==> src/rtl/chunked_adder.sv <==
// chunked_adder: multi-cycle adder/subtractor that ripples CHUNK bits per
// clock, so a wide add meets timing with only CHUNK full-adder stages per cycle.
//
// Parameters:
//   WIDTH  operand/result width (multiple of CHUNK)
//   CHUNK  bits processed per cycle; N = WIDTH/CHUNK cycles per operation
//
// Ports:
//   clk    in   clock, rising edge
//   rst    in   asynchronous active-high reset
//   start  in   request, sampled when ready = 1
//   a, b   in   WIDTH-bit operands, sampled with start
//   c      in   carry-in (add) / borrow-in (sub), sampled with start
//   sub    in   0 = add, 1 = subtract, sampled with start
//   acc    in   (CHUNKED_ADDER_ACCUM_EN only) use current S as operand A
//   ready  out  high while idle
//   done   out  one-cycle pulse when S/Cout/V update
//   S      out  result, held until the next completion
//   Cout   out  raw carry-out of the MSB (1 = no borrow when subtracting)
//   V      out  signed two's-complement overflow
//
// Optional feature macro: CHUNKED_ADDER_ACCUM_EN adds the acc port.

module chunked_adder #(
  parameter int unsigned WIDTH = 16,
  parameter int unsigned CHUNK = 4
) (
  input  logic             clk,
  input  logic             rst,
  input  logic             start,
  input  logic [WIDTH-1:0] a,
  input  logic [WIDTH-1:0] b,
  input  logic             c,
  input  logic             sub,
`ifdef CHUNKED_ADDER_ACCUM_EN
  input  logic             acc,
`endif
  output logic             ready,
  output logic             done,
  output logic [WIDTH-1:0] S,
  output logic             Cout,
  output logic             V
);

  localparam int unsigned N  = WIDTH / CHUNK;
  localparam int unsigned KW = (N > 1) ? $clog2(N) : 1;
  localparam int unsigned CW = CHUNK + 1;

  typedef enum logic {
    IDLE = 1'b0,
    RUN  = 1'b1
  } state_t;

  state_t           r_state;
  logic [WIDTH-1:0] r_a;
  logic [WIDTH-1:0] r_b;
  logic             r_carry;
  logic [KW-1:0]    r_k;
  logic [WIDTH-1:0] r_sum;

  logic [WIDTH-1:0] w_a_src;
  logic [CW-1:0]    w_chunk;
  logic [WIDTH-1:0] w_sum_next;
  logic             w_last;

  // Operand A source: the accumulator build can feed back the held result.
  always_comb begin
    w_a_src = a;
`ifdef CHUNKED_ADDER_ACCUM_EN
    if (acc) w_a_src = S;
`endif
  end

  // One CHUNK-wide ripple stage plus the partial sum with this chunk merged in.
  always_comb begin
    w_chunk = {1'b0, r_a[r_k*CHUNK +: CHUNK]} + {1'b0, r_b[r_k*CHUNK +: CHUNK]}
            + CW'(r_carry);
    w_sum_next = r_sum;
    w_sum_next[r_k*CHUNK +: CHUNK] = w_chunk[CHUNK-1:0];
    w_last = (r_k == KW'(N - 1));
  end

  // Control FSM and datapath registers.
  always_ff @(posedge clk or posedge rst) begin
    if (rst) begin
      r_state <= IDLE;
      r_a     <= '0;
      r_b     <= '0;
      r_carry <= 1'b0;
      r_k     <= '0;
      r_sum   <= '0;
      ready   <= 1'b1;
      done    <= 1'b0;
      S       <= '0;
      Cout    <= 1'b0;
      V       <= 1'b0;
    end else begin
      done <= 1'b0;
      case (r_state)
        IDLE: begin
          if (start) begin
            // Subtract as a + ~b + 1, with borrow-in folded into the carry.
            r_a     <= w_a_src;
            r_b     <= sub ? ~b : b;
            r_carry <= c ^ sub;
            r_k     <= '0;
            r_sum   <= '0;
            ready   <= 1'b0;
            r_state <= RUN;
          end
        end
        RUN: begin
          r_sum   <= w_sum_next;
          r_carry <= w_chunk[CHUNK];
          if (w_last) begin
            S       <= w_sum_next;
            Cout    <= w_chunk[CHUNK];
            V       <= (r_a[WIDTH-1] == r_b[WIDTH-1]) &&
                       (w_sum_next[WIDTH-1] != r_a[WIDTH-1]);
            done    <= 1'b1;
            ready   <= 1'b1;
            r_k     <= '0;
            r_state <= IDLE;
          end else begin
            r_k <= r_k + KW'(1);
          end
        end
        default: r_state <= IDLE;
      endcase
    end
  end

endmodule

==> config.mk <==
export PLATFORM = sky130hd
export DESIGN_NAME = chunked_adder
export DESIGN_NICKNAME = d
export VERILOG_FILES = /design/src/rtl/chunked_adder.sv
export SDC_FILE = /design/constraint.sdc
export NUM_CORES = 1
export LEC_CHECK = 0
export CAP_MARGIN = 20
export CORE_ASPECT_RATIO = 0.5
export CORE_MARGIN = 4
export CORE_UTILIZATION = 57
export CTS_CLUSTER_DIAMETER = 50
export CTS_CLUSTER_SIZE = 28
export DETAILED_ROUTE_END_ITERATION = 10
export MAX_ROUTING_LAYER = met4
export PLACE_DENSITY_LB_ADDON = 0.05
export SLEW_MARGIN = 20
export SYNTH_ARGS = -nofsm -noshare
export SYNTH_HDL_FRONTEND = slang
export SYNTH_SLANG_ARGS = --single-unit
==> constraint.sdc <==
create_clock -name clk -period 5.3 [get_ports clk]
set_input_delay 0.795 -clock clk [delete_from_list [all_inputs] [get_ports clk]]
set_output_delay 0.795 -clock clk [all_outputs]
set_load 0.05 [all_outputs]
==> results_dict.tcl, run 1 <==
set metrics [dict create \
    die_area_um2 7499 \
    cts_hold_buf 0 \
    cts_sinks 72 \
    seq_area_um2 1803 \
    r2r_cells 6 \
    synth.area.top_cells "dfrtp_1 (51%), nand2_1 (9.8%), o21ai_0 (5.7%), mux4_2 (5.2%), xnor2_1 (4.5%)" \
    drive_gt1_frac 0.06188 \
    synth_warnings 0 \
    synthFlopType "dfrtp_1" \
    switching_share 0.4400 \
    cts_buffers 9 \
    totalWireLength_mm 7.690 \
    antenna_found_initial 0 \
    cts_buffer_depth 2 \
    maxSlewHeadroom 0.3860 \
    rsz0062_at_grt "false" \
    ys_seq_elements 72 \
    finalCritPeriodShare 0.5633 \
    multi_input_area_um2 1546 \
    worst_r2r_endpoint "r_sum[3]$_DFFE_PP0P_" \
    ios 57 \
    drv_slew 0 \
    drc 0 \
    status "finished clean" \
    worstPathCellList "mux4_2, ha_1, a21oi_1, a21boi_1, nor2_1, a32o_1" \
    synth-edff-count 0 \
    ir_worst_vdd_mv 0.3380 \
    cts_setup_buffers 0 \
    final_common_cell "nand2_1" \
    syn_inst 349 \
    power_frac_comb 0.497 \
    finalHoldViolCount 0 \
    core_region_area_um2 5682 \
    routed_via_density 5.566 \
    setup_tns_ps 0 \
    min_path_type "register to register" \
    hold_end "Cout$_DFFE_PP0P_" \
    switchingPower_mw 1.336 \
    p_per_area_nw_per_um2 700.2 \
    finClkSkew_ps 6.168 \
    vias 2655 \
    cp_num_buf_inv 0 \
    cp_top_family "compound AO/OA/AOI/OAI gates" \
    wire_per_inst_um 16.12 \
    die-width_um 118.5 \
    numPortBuffers 56 \
    period_needed_ps 2986 \
    whs_ps 472.9 \
    gr-total-overflow 0 \
    die_y_um 63.27 \
    power_frac_clock 0.175 \
    rows 19 \
    clock_latency_ps 330 \
    yosysSeqAreaShare 0.5178 \
    arrival_ps 3200 \
    initial_core_util 0.6129 \
    holdPathStages 2 \
    post-route-worst-setup-slack_ps 2314 \
    place_congestion 0.9024 \
    htreeDepth 3 \
    syn2layout_area_growth_pct 24.51 \
    grt_max_degree 51 \
    grt_pass1_wl_mm 13.18 \
    worstSetupPathType "register to register" \
    end_kind "register" \
    synth_area_per_cell_um2 9.977 \
    layout_common_cells "nand2_1 (91), dfrtp_1 (71), clkdlybuf4s50_1 (56)" \
    fin_nets 449 \
    crit_required_ps 5520 \
    root_buffer "clkbuf_16" \
    slowest_stage "dfrtp_1" \
    yosys.area.top_type "dfrtp_1" \
    timing.fmax_ghz 0.3349 \
    postRouteAntennaNets 0 \
    tightestPinTransition_ps 918.1 \
    dp_hpwl_mm 5.330 \
    cts_tree "built" \
    async_reset_ff_frac 1.000 \
    syn-num-nets 397 \
    grt_usage 0.2312 \
    first_global_vias 2711 \
    dp_slack_ps 2290 \
    cp_slowest_stage_delay_ps 830 \
    num-fill-cells 397 \
    setup-violations-final 0 \
    power.internal_mw 1.700 \
    p_seq_frac 0.329 \
    drt_pass1_iterations 4 \
    critPathMaxFanout 18 \
    clkTransAtPathRegs_ps 50 \
    start_kind "register" \
    cts_resized 0 \
    cap_violations 0 \
    r2r_setup_slack_ps 2310 \
    yosysTopAreaCellShare 0.5102 \
    hold_start "Cout$_DFFE_PP0P_" \
    yosysUniqueCellTypes 36 \
    r2r_start "r_k[0]$_DFFE_PP0P_" \
    drt_iter0_drc 175 \
    antenna_cells 0 \
    cellLeakagePower_nw 1.919 \
    synthesis.area_um2 3482 \
]
[flip-flops by register name (all words and copies together) (netlist names)]
name / cells
Cout: 1
S: 16
V: 1
done: 1
r_a: 16
r_b: 16
r_carry: 1
r_k: 2
r_state: 1
r_sum: 16
ready: 1
[layer usage]
layer  share of wire  GRT usage  wire length [um]
met1            0.45     0.2907              3466
met2            0.47     0.3534              3604
met3           0.062    0.07775               480
met4           0.018    0.08369               139
met5               0          -                 0
[kinds of logic after synthesis]
| kind of cell | share of synthesized area |
|---|---|
| DFF | 0.5178 |
| AOI/OAI and AO/OA | 0.1355 |
| muxes | 0.05785 |
| buffers and inverters | 0.03809 |
| and+or+nand+nor | 0.1617 |
| xor gates and xnor gates | 0.04527 |
| adders and majority gates | 0.04384 |
[worst max-delay path by stage]
| stage | endpoint | startpoint | slack, ps | cells past startpoint |
|---|---|---|---|---|
| final | r_sum[3]$_DFFE_PP0P_ | r_k[0]$_DFFE_PP0P_ | 2310 | 6 |
| after global routing | r_sum[11]$_DFFE_PP0P_ | r_k[0]$_DFFE_PP0P_ | 2040 | 6 |
| after CTS | r_sum[9]$_DFFE_PP0P_ | r_k[0]$_DFFE_PP0P_ | 2290 | 6 |
| after detailed placement | r_sum[5]$_DFFE_PP0P_ | r_k[0]$_DFFE_PP0P_ | 2290 | 6 |
| after global placement | r_sum[9]$_DFFE_PP0P_ | r_k[0]$_DFFE_PP0P_ | 2430 | 6 |
| after floorplan | r_sum[5]$_DFFE_PP0P_ | r_k[0]$_DFFE_PP0P_ | 2620 | 8 |
[tightest hold or removal path, stage by stage (launching register included)]
cell and delay (ps):
dfrtp_1 330, nand2_1 50, nand2_1 60
[synthesized netlist by cell type, types with 2 or more instances]
library cell and n:
a21oi_1 13, a22o_1 3, a32o_1 3, and3_1 3, buf_2 5, clkbuf_1 10, clkbuf_2 2, dfrtp_1 71
fa_1 2, ha_1 9, inv_1 15, mux4_2 8, nand2_1 91, nand2b_1 4, nand3_1 5, nor2_1 2
nor2b_1 13, nor3_1 5, o21a_1 5, o21ai_0 40, o221ai_1 3, o22a_1 3, o22ai_1 2, o31ai_1 3
xnor2_1 18
[through the flow]
| step | utilization | power [mW] | instance area (um^2) | std cells |
|---|---|---|---|---|
| after detailed placement | 0.7181 | 2.503 | 4080 | 463 |
| after global routing | 0.7630 | 3.265 | 4335 | 477 |
| after CTS | 0.7630 | 3.053 | 4335 | 477 |
| after global placement | 0.7181 | 2.450 | 4080 | 463 |
| final | 0.7630 | 3.036 | 4335 | 477 |
| after floorplan | - | 2.055 | 3482 | 349 |
[power groups by stage]
stage	clock network, mW	logic, mW	registers (mW)
2_1_floorplan	0	0.905	1.15
3_3_place_gp	0	1.45	0.996
3_5_place_dp	0	1.50	1.00
4_1_cts	0.540	1.52	0.997
5_1_grt	0.570	1.66	1.03
6_report	0.530	1.51	0.997
[area by class of cell]
class                           instances  share of cell area
Clock inverter                          1            0.001154
Clock buffer                           13             0.05772
Timing Repair Buffer                   59              0.1345
Sequential cell                        72              0.4159
Multi-Input combinational cell        244              0.3567
Tap cell                               73             0.02107
Inverter                               15             0.01299
(Power assumes the default switching activity.)
==> run 2: changes to the inputs <==
CORE_UTILIZATION = 48   (was 57)
clock period = 2.55 ns   (was 5.3 ns; I/O delays follow)
==> run 2 against run 1 <==
Combinational power rose by 140%. Sequential share of layout area fell by 1.4 points. Worst hold slack got worse by 41 ps. Sequential cell count did not move. Wire length rose by 2.2%. Critical path depth rose by 1. Cell count rose by 6.1%. Fmax rose by 22%. Die area rose by 17%. Largest power group unchanged.
==> results_dict.tcl, run 2 (synthesis gave the netlist of run 1 again) <==
set metrics [dict create \
    power_frac_clock 0.174 \
    use_met2 0.3335 \
    tightestPinTransition_ps 590.7 \
    place_congestion 0.9363 \
    num-fill-cells 578 \
    period_needed_ps 2452 \
    slowest_stage "mux4_2" \
    use_met3 0.06235 \
    end_kind "register" \
    grt_max_degree 50 \
    critPathMostFrequentCell "nand3_1" \
    cts_tree "built" \
    grt_usage 0.2098 \
    critPathMaxFanout 7 \
    clock_latency_ps 330 \
    die_y_um 68.23 \
    grtUsageMet1 0.2628 \
    top_usage_layer "met2" \
    cp_num_buf_inv 1 \
    cts_buffers 9 \
    power.internal_mw 3.809 \
    cp_slowest_stage_delay_ps 550 \
    finClkSkew_ps 2.662 \
    initial_core_util 0.5078 \
    cts_setup_buffers 0 \
    final_common_cell "nand2_1" \
    drt_iter0_drc 124 \
    routed_via_density 5.362 \
    syn2layout_area_growth_pct 29.07 \
    vias 2713 \
    place_area_um2 4194 \
    die-width_um 128.5 \
    worstSetupPathType "register to register" \
    ios 57 \
    drc 0 \
    gr-total-overflow 0 \
    setup-violations-final 0 \
    switchingPower_mw 2.886 \
    drt_pass1_iterations 6 \
    totalPowerFinal_mw 6.694 \
    start_kind "register" \
    layout_common_cells "nand2_1 (91), dfrtp_1 (69), clkdlybuf4s50_1 (56)" \
    maxSlewHeadroom 0.6062 \
    root_buffer "clkbuf_16" \
    switching_share 0.4310 \
    cap_violations 0 \
    rows 21 \
    fin_nets 459 \
    worstPathCellList "buf_6, mux4_2, ha_4, nand3_1, and3b_2, or4b_1, nand3_1" \
    postRouteAntennaNets 0 \
    stdcell_area_um2 4494 \
    cts_sinks 72 \
    drive_gt1_frac 0.1063 \
    multi_input_area_um2 1582 \
    min_path_type "primary input to async pin" \
    ir_worst_vdd_mv 0.6073 \
    arrival_ps 2720 \
    first_global_vias 2790 \
    crit_required_ps 2810 \
    seq_area_um2 1805 \
    drv_slew 0 \
    r2r_setup_slack_ps 100 \
    status "finished clean" \
    dp_hpwl_mm 5.656 \
    totalWireLength_mm 7.862 \
    htreeDepth 3 \
    wire_per_inst_um 15.54 \
    core_region_area_um2 6858 \
    cellLeakagePower_nw 1.975 \
    numPortBuffers 56 \
    timing.fmax_ghz 0.4078 \
    grt_pass1_wl_mm 13.61 \
    p_per_area_nw_per_um2 1490 \
    antenna_found_initial 0 \
    power_frac_comb 0.530 \
    cts_buffer_depth 2 \
    p_seq_frac 0.296 \
    finalCritPeriodShare 0.9617 \
    clkTransAtPathRegs_ps 50 \
    cp_top_family "simple AND/OR/NAND/NOR gates" \
    die_area_um2 8764 \
    finalHoldViolCount 0 \
    antenna_cells 0 \
]
run 2: changes by cell type in the layout (fill, tap and decap cells not counted), moves of 2 or more:
cell | previous run | this run
dfrtp_1 | 71 | 69
clkbuf_8 | 1 | 3
dfrtp_2 | 0 | 2
ha_4 | 0 | 2
buf_4 | 3 | 12
ha_1 | 9 | 7
run 2: repair_timing:
item | CTS | global route
resized for setup | 1 | 6
setup endpoints to repair | 1 | 16
gates cloned | 0 | 0
hold buffers | 0 | 0
pin swaps | 0 | 1
run 2: per-stage QoR:
step / hold WS [ps] / std cells / setup TNS [ps] / worst slack [ps] / utilization
2_1_floorplan: 440.3 / 349 / 0 / 9.587 / -
3_3_place_gp: 455.7 / 492 / 0 / 86.48 / 0.6116
3_5_place_dp: 461.9 / 492 / 0 / 3.201 / 0.6116
4_1_cts: 432.2 / 506 / 0 / 31.66 / 0.6517
5_1_grt: 467.0 / 506 / -20.72 / -12.36 / 0.6554
6_report: 431.7 / 506 / 0 / 97.67 / 0.6554
run 2: routing by layer:
metal | part of all wire | vias up | wire, um
met3 | 0.041 | 10 | 324
met5 | 0 | - | 0
li1 | - | 1306 | -
met2 | 0.47 | 67 | 3688
met1 | 0.48 | 1330 | 3741
met4 | 0.014 | 0 | 108
run 2: tightest hold or removal path: cells and delay by family:
| kind | cells | cell delay, ps |
|---|---|---|
| buffers and inverters | 3 | 780 |
run 2: cell type report:
class	count	share of cell area
multi-input combinational	244	0.3519
clock buffer	14	0.06097
inverter	15	0.01253
timing repair buffer	69	0.1473
sequential	72	0.4017
tap	92	0.02561
run 2: path summary, 6_finish.rpt:
path                                       from              endpoint  depth (start not counted)
max reg2reg                  r_k[0]$_DFFE_PP0P_         V$_DFFE_PP0P_                          7
min in group clk           r_sum[6]$_DFFE_PP0P_  r_sum[6]$_DFFE_PP0P_                          2
min reg2reg                r_sum[6]$_DFFE_PP0P_  r_sum[6]$_DFFE_PP0P_                          2
max in group asynchronous                   rst    r_k[0]$_DFFE_PP0P_                          3
max                          r_k[0]$_DFFE_PP0P_         V$_DFFE_PP0P_                          7
min                                         rst     S[12]$_DFFE_PP0P_                          3
run 2: power groups by stage:
stage,clock network (mW),logic [mW],registers (mW)
finish,1.16,3.55,1.98
floorplan,0,1.95,2.39
global placement,0,3.38,1.99
detailed placement,0,3.45,2.00
CTS,1.18,3.47,1.99
global route,1.24,3.88,2.05
